===== src/rtl/ctrl_pkg.sv =====
// Shared types and constants for the RV32I multicycle control path.
package ctrl_pkg;

    typedef enum logic [3:0] {
        FETCH,
        DECODE,
        EXEC_R,
        EXEC_I,
        MEM_ADDR,
        MEM_RD,
        MEM_WR,
        ALU_WB,
        LD_WB,
        BRANCH,
        TRAP
    } state_e;

    typedef enum logic [2:0] {
        CLS_R,
        CLS_I,
        CLS_LOAD,
        CLS_STORE,
        CLS_BRANCH,
        CLS_ILLEGAL
    } instr_class_e;

    localparam logic [6:0] OPC_R      = 7'b0110011;
    localparam logic [6:0] OPC_I      = 7'b0010011;
    localparam logic [6:0] OPC_LOAD   = 7'b0000011;
    localparam logic [6:0] OPC_STORE  = 7'b0100011;
    localparam logic [6:0] OPC_BRANCH = 7'b1100011;

    localparam logic [2:0] IMM_I = 3'b000;
    localparam logic [2:0] IMM_S = 3'b001;
    localparam logic [2:0] IMM_B = 3'b010;

    localparam logic [1:0] ALU_ADD   = 2'b00;
    localparam logic [1:0] ALU_SUB   = 2'b01;
    localparam logic [1:0] ALU_FUNCT = 2'b10;

endpackage


===== src/rtl/main_decoder.sv =====
// Combinational opcode decode: instruction class and immediate-generator select.
module main_decoder
    import ctrl_pkg::*;
(
    input  logic [6:0] opcode,
    output logic [2:0] instr_class,
    output logic [2:0] imm_src
);

    always_comb begin
        instr_class = CLS_ILLEGAL;
        imm_src     = IMM_I;
        case (opcode)
            OPC_R:      instr_class = CLS_R;
            OPC_I:      instr_class = CLS_I;
            OPC_LOAD:   instr_class = CLS_LOAD;
            OPC_STORE: begin
                instr_class = CLS_STORE;
                imm_src     = IMM_S;
            end
            OPC_BRANCH: begin
                instr_class = CLS_BRANCH;
                imm_src     = IMM_B;
            end
            default:    instr_class = CLS_ILLEGAL;
        endcase
    end

endmodule


===== src/rtl/multicycle_ctrl.sv =====
// Multicycle RV32I control FSM with memory handshake, timeout and sticky trap.
// Optional performance counters are built when PERF_CNT_EN is defined.
module multicycle_ctrl
    import ctrl_pkg::*;
#(
    parameter int CNT_W       = 32,
    parameter int TIMEOUT_CYC = 0
) (
    input  logic             clk,
    input  logic             rst,
    input  logic [31:0]      instr,
    input  logic             br_taken,
    input  logic             mem_ready,
    output logic             mem_req,
    output logic             mem_we,
    output logic             mem_addr_sel,
    output logic             ir_we,
    output logic             pc_we,
    output logic             pc_src,
    output logic [2:0]       imm_src,
    output logic             alu_src_b,
    output logic [1:0]       alu_op,
    output logic             reg_we,
    output logic             wb_sel,
    output logic             trap,
    output logic [CNT_W-1:0] retired_cnt,
    output logic [CNT_W-1:0] cycle_cnt
);

    localparam int WAIT_W = (TIMEOUT_CYC > 1) ? $clog2(TIMEOUT_CYC) : 1;

    state_e           state;
    state_e           state_next;
    logic [WAIT_W-1:0] wait_cnt;
    logic [2:0]       imm_q;
    logic [2:0]       dec_cls_raw;
    logic [2:0]       dec_imm;
    instr_class_e     dec_cls;
    logic             in_req;
    logic             timed_out;
    logic             unused_instr_bits;

    main_decoder u_main_decoder (
        .opcode      (instr[6:0]),
        .instr_class (dec_cls_raw),
        .imm_src     (dec_imm)
    );

    assign dec_cls           = instr_class_e'(dec_cls_raw);
    assign unused_instr_bits = ^instr[31:7];

    assign in_req    = (state == FETCH) || (state == MEM_RD) || (state == MEM_WR);
    assign timed_out = (TIMEOUT_CYC != 0) && (wait_cnt == WAIT_W'(TIMEOUT_CYC - 1));

    always_ff @(posedge clk) begin
        if (rst) begin
            state <= FETCH;
        end else begin
            state <= state_next;
        end
    end

    // Counts wait cycles of the current request; restarts whenever a request state is entered.
    always_ff @(posedge clk) begin
        if (rst || !in_req || (state_next != state)) begin
            wait_cnt <= '0;
        end else begin
            wait_cnt <= wait_cnt + WAIT_W'(1);
        end
    end

    always_ff @(posedge clk) begin
        if (rst) begin
            imm_q <= IMM_I;
        end else if (state == DECODE) begin
            imm_q <= dec_imm;
        end
    end

    always_comb begin
        state_next   = state;
        mem_req      = 1'b0;
        mem_we       = 1'b0;
        mem_addr_sel = 1'b0;
        ir_we        = 1'b0;
        pc_we        = 1'b0;
        pc_src       = 1'b0;
        imm_src      = imm_q;
        alu_src_b    = 1'b0;
        alu_op       = ALU_ADD;
        reg_we       = 1'b0;
        wb_sel       = 1'b0;
        trap         = 1'b0;

        case (state)
            FETCH: begin
                mem_req = 1'b1;
                if (mem_ready) begin
                    ir_we      = 1'b1;
                    pc_we      = 1'b1;
                    state_next = DECODE;
                end else if (timed_out) begin
                    state_next = TRAP;
                end
            end
            DECODE: begin
                case (dec_cls)
                    CLS_R:                state_next = EXEC_R;
                    CLS_I:                state_next = EXEC_I;
                    CLS_LOAD, CLS_STORE:  state_next = MEM_ADDR;
                    CLS_BRANCH:           state_next = BRANCH;
                    default:              state_next = TRAP;
                endcase
            end
            EXEC_R: begin
                alu_op     = ALU_FUNCT;
                state_next = ALU_WB;
            end
            EXEC_I: begin
                alu_src_b  = 1'b1;
                alu_op     = ALU_FUNCT;
                state_next = ALU_WB;
            end
            MEM_ADDR: begin
                alu_src_b  = 1'b1;
                state_next = (dec_cls == CLS_STORE) ? MEM_WR : MEM_RD;
            end
            MEM_RD: begin
                mem_req      = 1'b1;
                mem_addr_sel = 1'b1;
                if (mem_ready) begin
                    state_next = LD_WB;
                end else if (timed_out) begin
                    state_next = TRAP;
                end
            end
            MEM_WR: begin
                mem_req      = 1'b1;
                mem_we       = 1'b1;
                mem_addr_sel = 1'b1;
                if (mem_ready) begin
                    state_next = FETCH;
                end else if (timed_out) begin
                    state_next = TRAP;
                end
            end
            ALU_WB: begin
                reg_we     = 1'b1;
                state_next = FETCH;
            end
            LD_WB: begin
                reg_we     = 1'b1;
                wb_sel     = 1'b1;
                state_next = FETCH;
            end
            BRANCH: begin
                alu_op     = ALU_SUB;
                pc_src     = 1'b1;
                pc_we      = br_taken;
                state_next = FETCH;
            end
            TRAP: begin
                trap = 1'b1;
            end
            default: state_next = FETCH;
        endcase

        // Reset cycle: suppress every strobe so a dropped request leaves no side effects.
        if (rst) begin
            mem_req      = 1'b0;
            mem_we       = 1'b0;
            mem_addr_sel = 1'b0;
            ir_we        = 1'b0;
            pc_we        = 1'b0;
            pc_src       = 1'b0;
            imm_src      = IMM_I;
            alu_src_b    = 1'b0;
            alu_op       = ALU_ADD;
            reg_we       = 1'b0;
            wb_sel       = 1'b0;
            trap         = 1'b0;
        end
    end

`ifdef PERF_CNT_EN
    logic             retire;
    logic [CNT_W-1:0] cycle_q;
    logic [CNT_W-1:0] retired_q;

    assign retire = !rst && ((state == ALU_WB) || (state == LD_WB) || (state == BRANCH) ||
                             ((state == MEM_WR) && mem_ready));

    always_ff @(posedge clk) begin
        if (rst) begin
            cycle_q   <= '0;
            retired_q <= '0;
        end else begin
            cycle_q <= cycle_q + CNT_W'(1);
            if (retire) begin
                retired_q <= retired_q + CNT_W'(1);
            end
        end
    end

    assign cycle_cnt   = cycle_q;
    assign retired_cnt = retired_q;
`else
    assign cycle_cnt   = '0;
    assign retired_cnt = '0;
`endif

endmodule


===== config.mk =====
export PLATFORM = sky130hd
export DESIGN_NAME = multicycle_ctrl
export DESIGN_NICKNAME = d
export VERILOG_FILES = /design/src/rtl/ctrl_pkg.sv /design/src/rtl/main_decoder.sv /design/src/rtl/multicycle_ctrl.sv
export SDC_FILE = /design/constraint.sdc
export NUM_CORES = 1
export LEC_CHECK = 0
export ABC_CLOCK_PERIOD_IN_PS = 5000
export BUFFER_PORTS_ARGS = -buffer_cell sky130_fd_sc_hd__clkbuf_2
export CORE_MARGIN = 4
export CORE_UTILIZATION = 39
export DETAILED_ROUTE_END_ITERATION = 8
export HOLD_SLACK_MARGIN = 0.15
export PLACE_DENSITY = 0.87
export SKIP_CTS_REPAIR_TIMING = 1
export SLEW_MARGIN = 20
export SYNTH_ARGS = -nofsm -noshare
export SYNTH_HDL_FRONTEND = slang
export SYNTH_SLANG_ARGS = --single-unit

===== constraint.sdc =====
create_clock -name clk -period 5 [get_ports clk]
set_clock_uncertainty 0.2 [all_clocks]
set_input_delay 1 -clock clk [delete_from_list [all_inputs] [get_ports clk]]
set_output_delay 1 -clock clk [all_outputs]
set_load 0.1 [all_outputs]

==> results_dict.tcl <==
set metrics [dict create \
    grt.met2_usage_pct 13.5 \
    antenna_found_initial 0 \
    p_seq_share_pct 17.6 \
    cts_made_buffers 3 \
    finalMaxSlewViolations 0 \
    wl_per_cell_microns 9.68 \
    rows 19 \
    worstMarginPinSlew_ns 0.601 \
    regArea_sq_um 120 \
    drc 0 \
    firstDrtPassIters 4 \
    critPathMaxStageDelay_ns 0.45 \
    grt_max_degree 20 \
    rsz0062_at_grt "false" \
    grt_pass1_vias 573 \
    syn_area_sq_mm 0.00112 \
    clockBufferDepth 2 \
    min_from "imm_q[1]$_SDFFE_PP0P_" \
    p_int_mw 0.184 \
    hold_viol 0 \
    core_area_sq_mm 0.00276 \
    slew_headroom_pct 59.9 \
    htreeDepth 1 \
    initial_core_util_pct 40.7 \
    pre_cts_ws_ns 1.52 \
    period_minus_slack_ns 3.49 \
    clock_power_share_pct 6.4 \
    cts_tree "yes" \
    setup_viol 0 \
    async_reset_ff_share_pct 0 \
    worstSkewPairLatency_ns 0.24 \
    ant_nets 0 \
    grt_use_met1_pct 11.2 \
    viasPerCell 4.18 \
    hp-class "reg -> reg" \
    setup_ws_ns 1.51 \
    cp-startpoint "rst" \
    syn_area_per_cell_sq_um 7.64 \
    die_y_microns 61.7 \
    synth_warnings 0 \
    vias 823 \
    multi_input_area_sq_um 716 \
    peakVddDrop_v 0.000462 \
    worst_r2r_startpoint "state[0]$_SDFFE_PP0P_" \
    holdWs_ns 0.291 \
    fmax_ghz 0.286 \
    ys_ff_latch 6 \
    fin_tns_setup_ns 0 \
    comb_power_share_pct 76.0 \
    fin_crit_sh_pct 69.8 \
    grt.total_usage_pct 8.52 \
    busiest_layer "met2" \
    endpoint_kind "output port" \
    grt_pass1_wl_mm 2.46 \
    wl_mm 1.91 \
    ys_seq_area_share_pct 10.7 \
    crit_slowest_cell "clkbuf_2" \
    clkTransAtPathRegs_ns 0.04 \
    worstSetupPathType "in -> out" \
    power.switching_mw 0.513 \
    dp_hpwl_mm 1.56 \
    crit_chain "clkbuf_2 -> nor3_1 -> and3_1 -> a21o_1 -> clkbuf_2" \
    cp.required_ns 3.80 \
    synth_edf_count 0 \
    synth_top_flop_cell "dfxtp_1" \
    cp.arrival_ns 2.29 \
    cts.sinks 6 \
    power_density_mw_per_mm2 680 \
    path_common_cell "clkbuf_2" \
    sw_frac_of_total_pct 73.6 \
    p_leak_nw 0.525 \
    drive_gt1_share_pct 19.3 \
    cp-start-kind "input pin" \
    use_met3_pct 4.19 \
    fill_cells 312 \
    dieArea_sq_mm 0.00380 \
    drtIter0Drc 38 \
    io_buffers 24 \
    outcome "completed" \
    path_max_fanout 15 \
    drv_cap 0 \
    cts_root_buf "clkbuf_4" \
    path_buf_inv 2 \
    area_growth_pct -8.80 \
    cpLargestDelayFamily "buffers and inverters" \
    nets 204 \
    design.portCount 115 \
    antenna_cells 0 \
    chipWidth_microns 61.7 \
    grt_overflow 0 \
    gp_congestion 0.790 \
    syn_inst 147 \
    yosysUniqueCellTypes 40 \
]
[worst min-delay path, delay by kind of cell, from the launching register on]
family	cells	cell delay, ns
flip-flops	1	0.31
AND/OR/NAND/NOR	1	0.08
multiplexers	1	0.06
[state kept, by name, indices dropped and copies added, names as in the netlist]
name,cells
imm_q,2
state,4
[path summary, 6_finish.rpt]
path / endpoint / slack [ns] / cells after the start
max reg2reg: state[2]$_SDFFE_PP0P_ / 3.05 / 4
min: imm_q[1]$_SDFFE_PP0P_ / 0.29 / 2
min reg2reg: imm_q[1]$_SDFFE_PP0P_ / 0.29 / 2
max: pc_we / 1.51 / 5
[power by group through the flow]
stage | Sequential, mW | Clock (mW) | Combinational (mW)
floorplan | 0.0702 | 0 | 0.582
global placement | 0.121 | 0 | 0.523
detailed placement | 0.123 | 0 | 0.527
CTS | 0.122 | 0.0464 | 0.527
global route | 0.129 | 0.0484 | 0.553
finish | 0.123 | 0.0446 | 0.530
[Yosys cell counts (2+ instances only)]
cell type  count  area share (%)
nor2_1         8             2.7
mux2i_1        2             1.8
inv_1          2            0.67
buf_4         65              43
a21oi_1        7             3.1
nor2b_1        6             3.3
nand4b_1       2             1.6
dfxtp_1        6              11
nand2b_1       6             3.3
or4b_1         2             1.8
and3_1         2             1.1
clkbuf_1       2            0.67
o31ai_1        2             1.3
buf_2          3             1.3
nor3_1         7             3.1
[layer usage]
metal | routed length [microns] | share of wire [%] | up-vias
li1 | - | - | 412
met1 | 782 | 41 | 353
met2 | 819 | 43 | 58
met3 | 305 | 16 | 0
met4 | 0 | 0 | 0
met5 | 0 | 0 | -
[cell usage in the layout (no fill, tap or decap), types with 2 or more instances in the layout]
master,n
nor2b_1,6
nand4b_1,2
o31ai_1,2
conb_1,65
nor2_1,8
inv_1,2
mux2i_1,2
nand2b_1,6
dfxtp_1,6
a21oi_1,7
nor3_1,6
clkbuf_4,3
and3_1,2
or4b_1,2
clkbuf_2,24
[through the flow]
stage	util [%]	instances	instance area (sq um)	power, mW
after global routing	37.2	197	1020	0.730
after global placement	36.3	194	1000	0.644
final	37.2	197	1020	0.697
after floorplan	-	211	1370	0.652
after CTS	37.2	197	1020	0.696
after detailed placement	36.3	194	1000	0.649
[layout make-up]
cell class	count	share of cell area [%]
clock buffers	3	2.20
well taps	31	3.79
inverters	2	0.733
repair buffers	24	11.7
flip-flops and latches	6	11.7
multi-input cells	131	69.8
[cell families (layout without fill, tap and decap cells)]
kind of cell / after synthesis / after routing / synth area share [%]
buffers and inverters: 74 / 29 / 47.4
XOR/XNOR: 1 / 1 / 0.780
flip-flops: 6 / 6 / 10.7
other: 1 / 65 / 0.334
AO/OA/AOI/OAI: 17 / 17 / 10.6
AND/OR/NAND/NOR: 46 / 46 / 28.4
multiplexers: 2 / 2 / 1.78
Note: power is estimated with default switching activity, not from simulation.
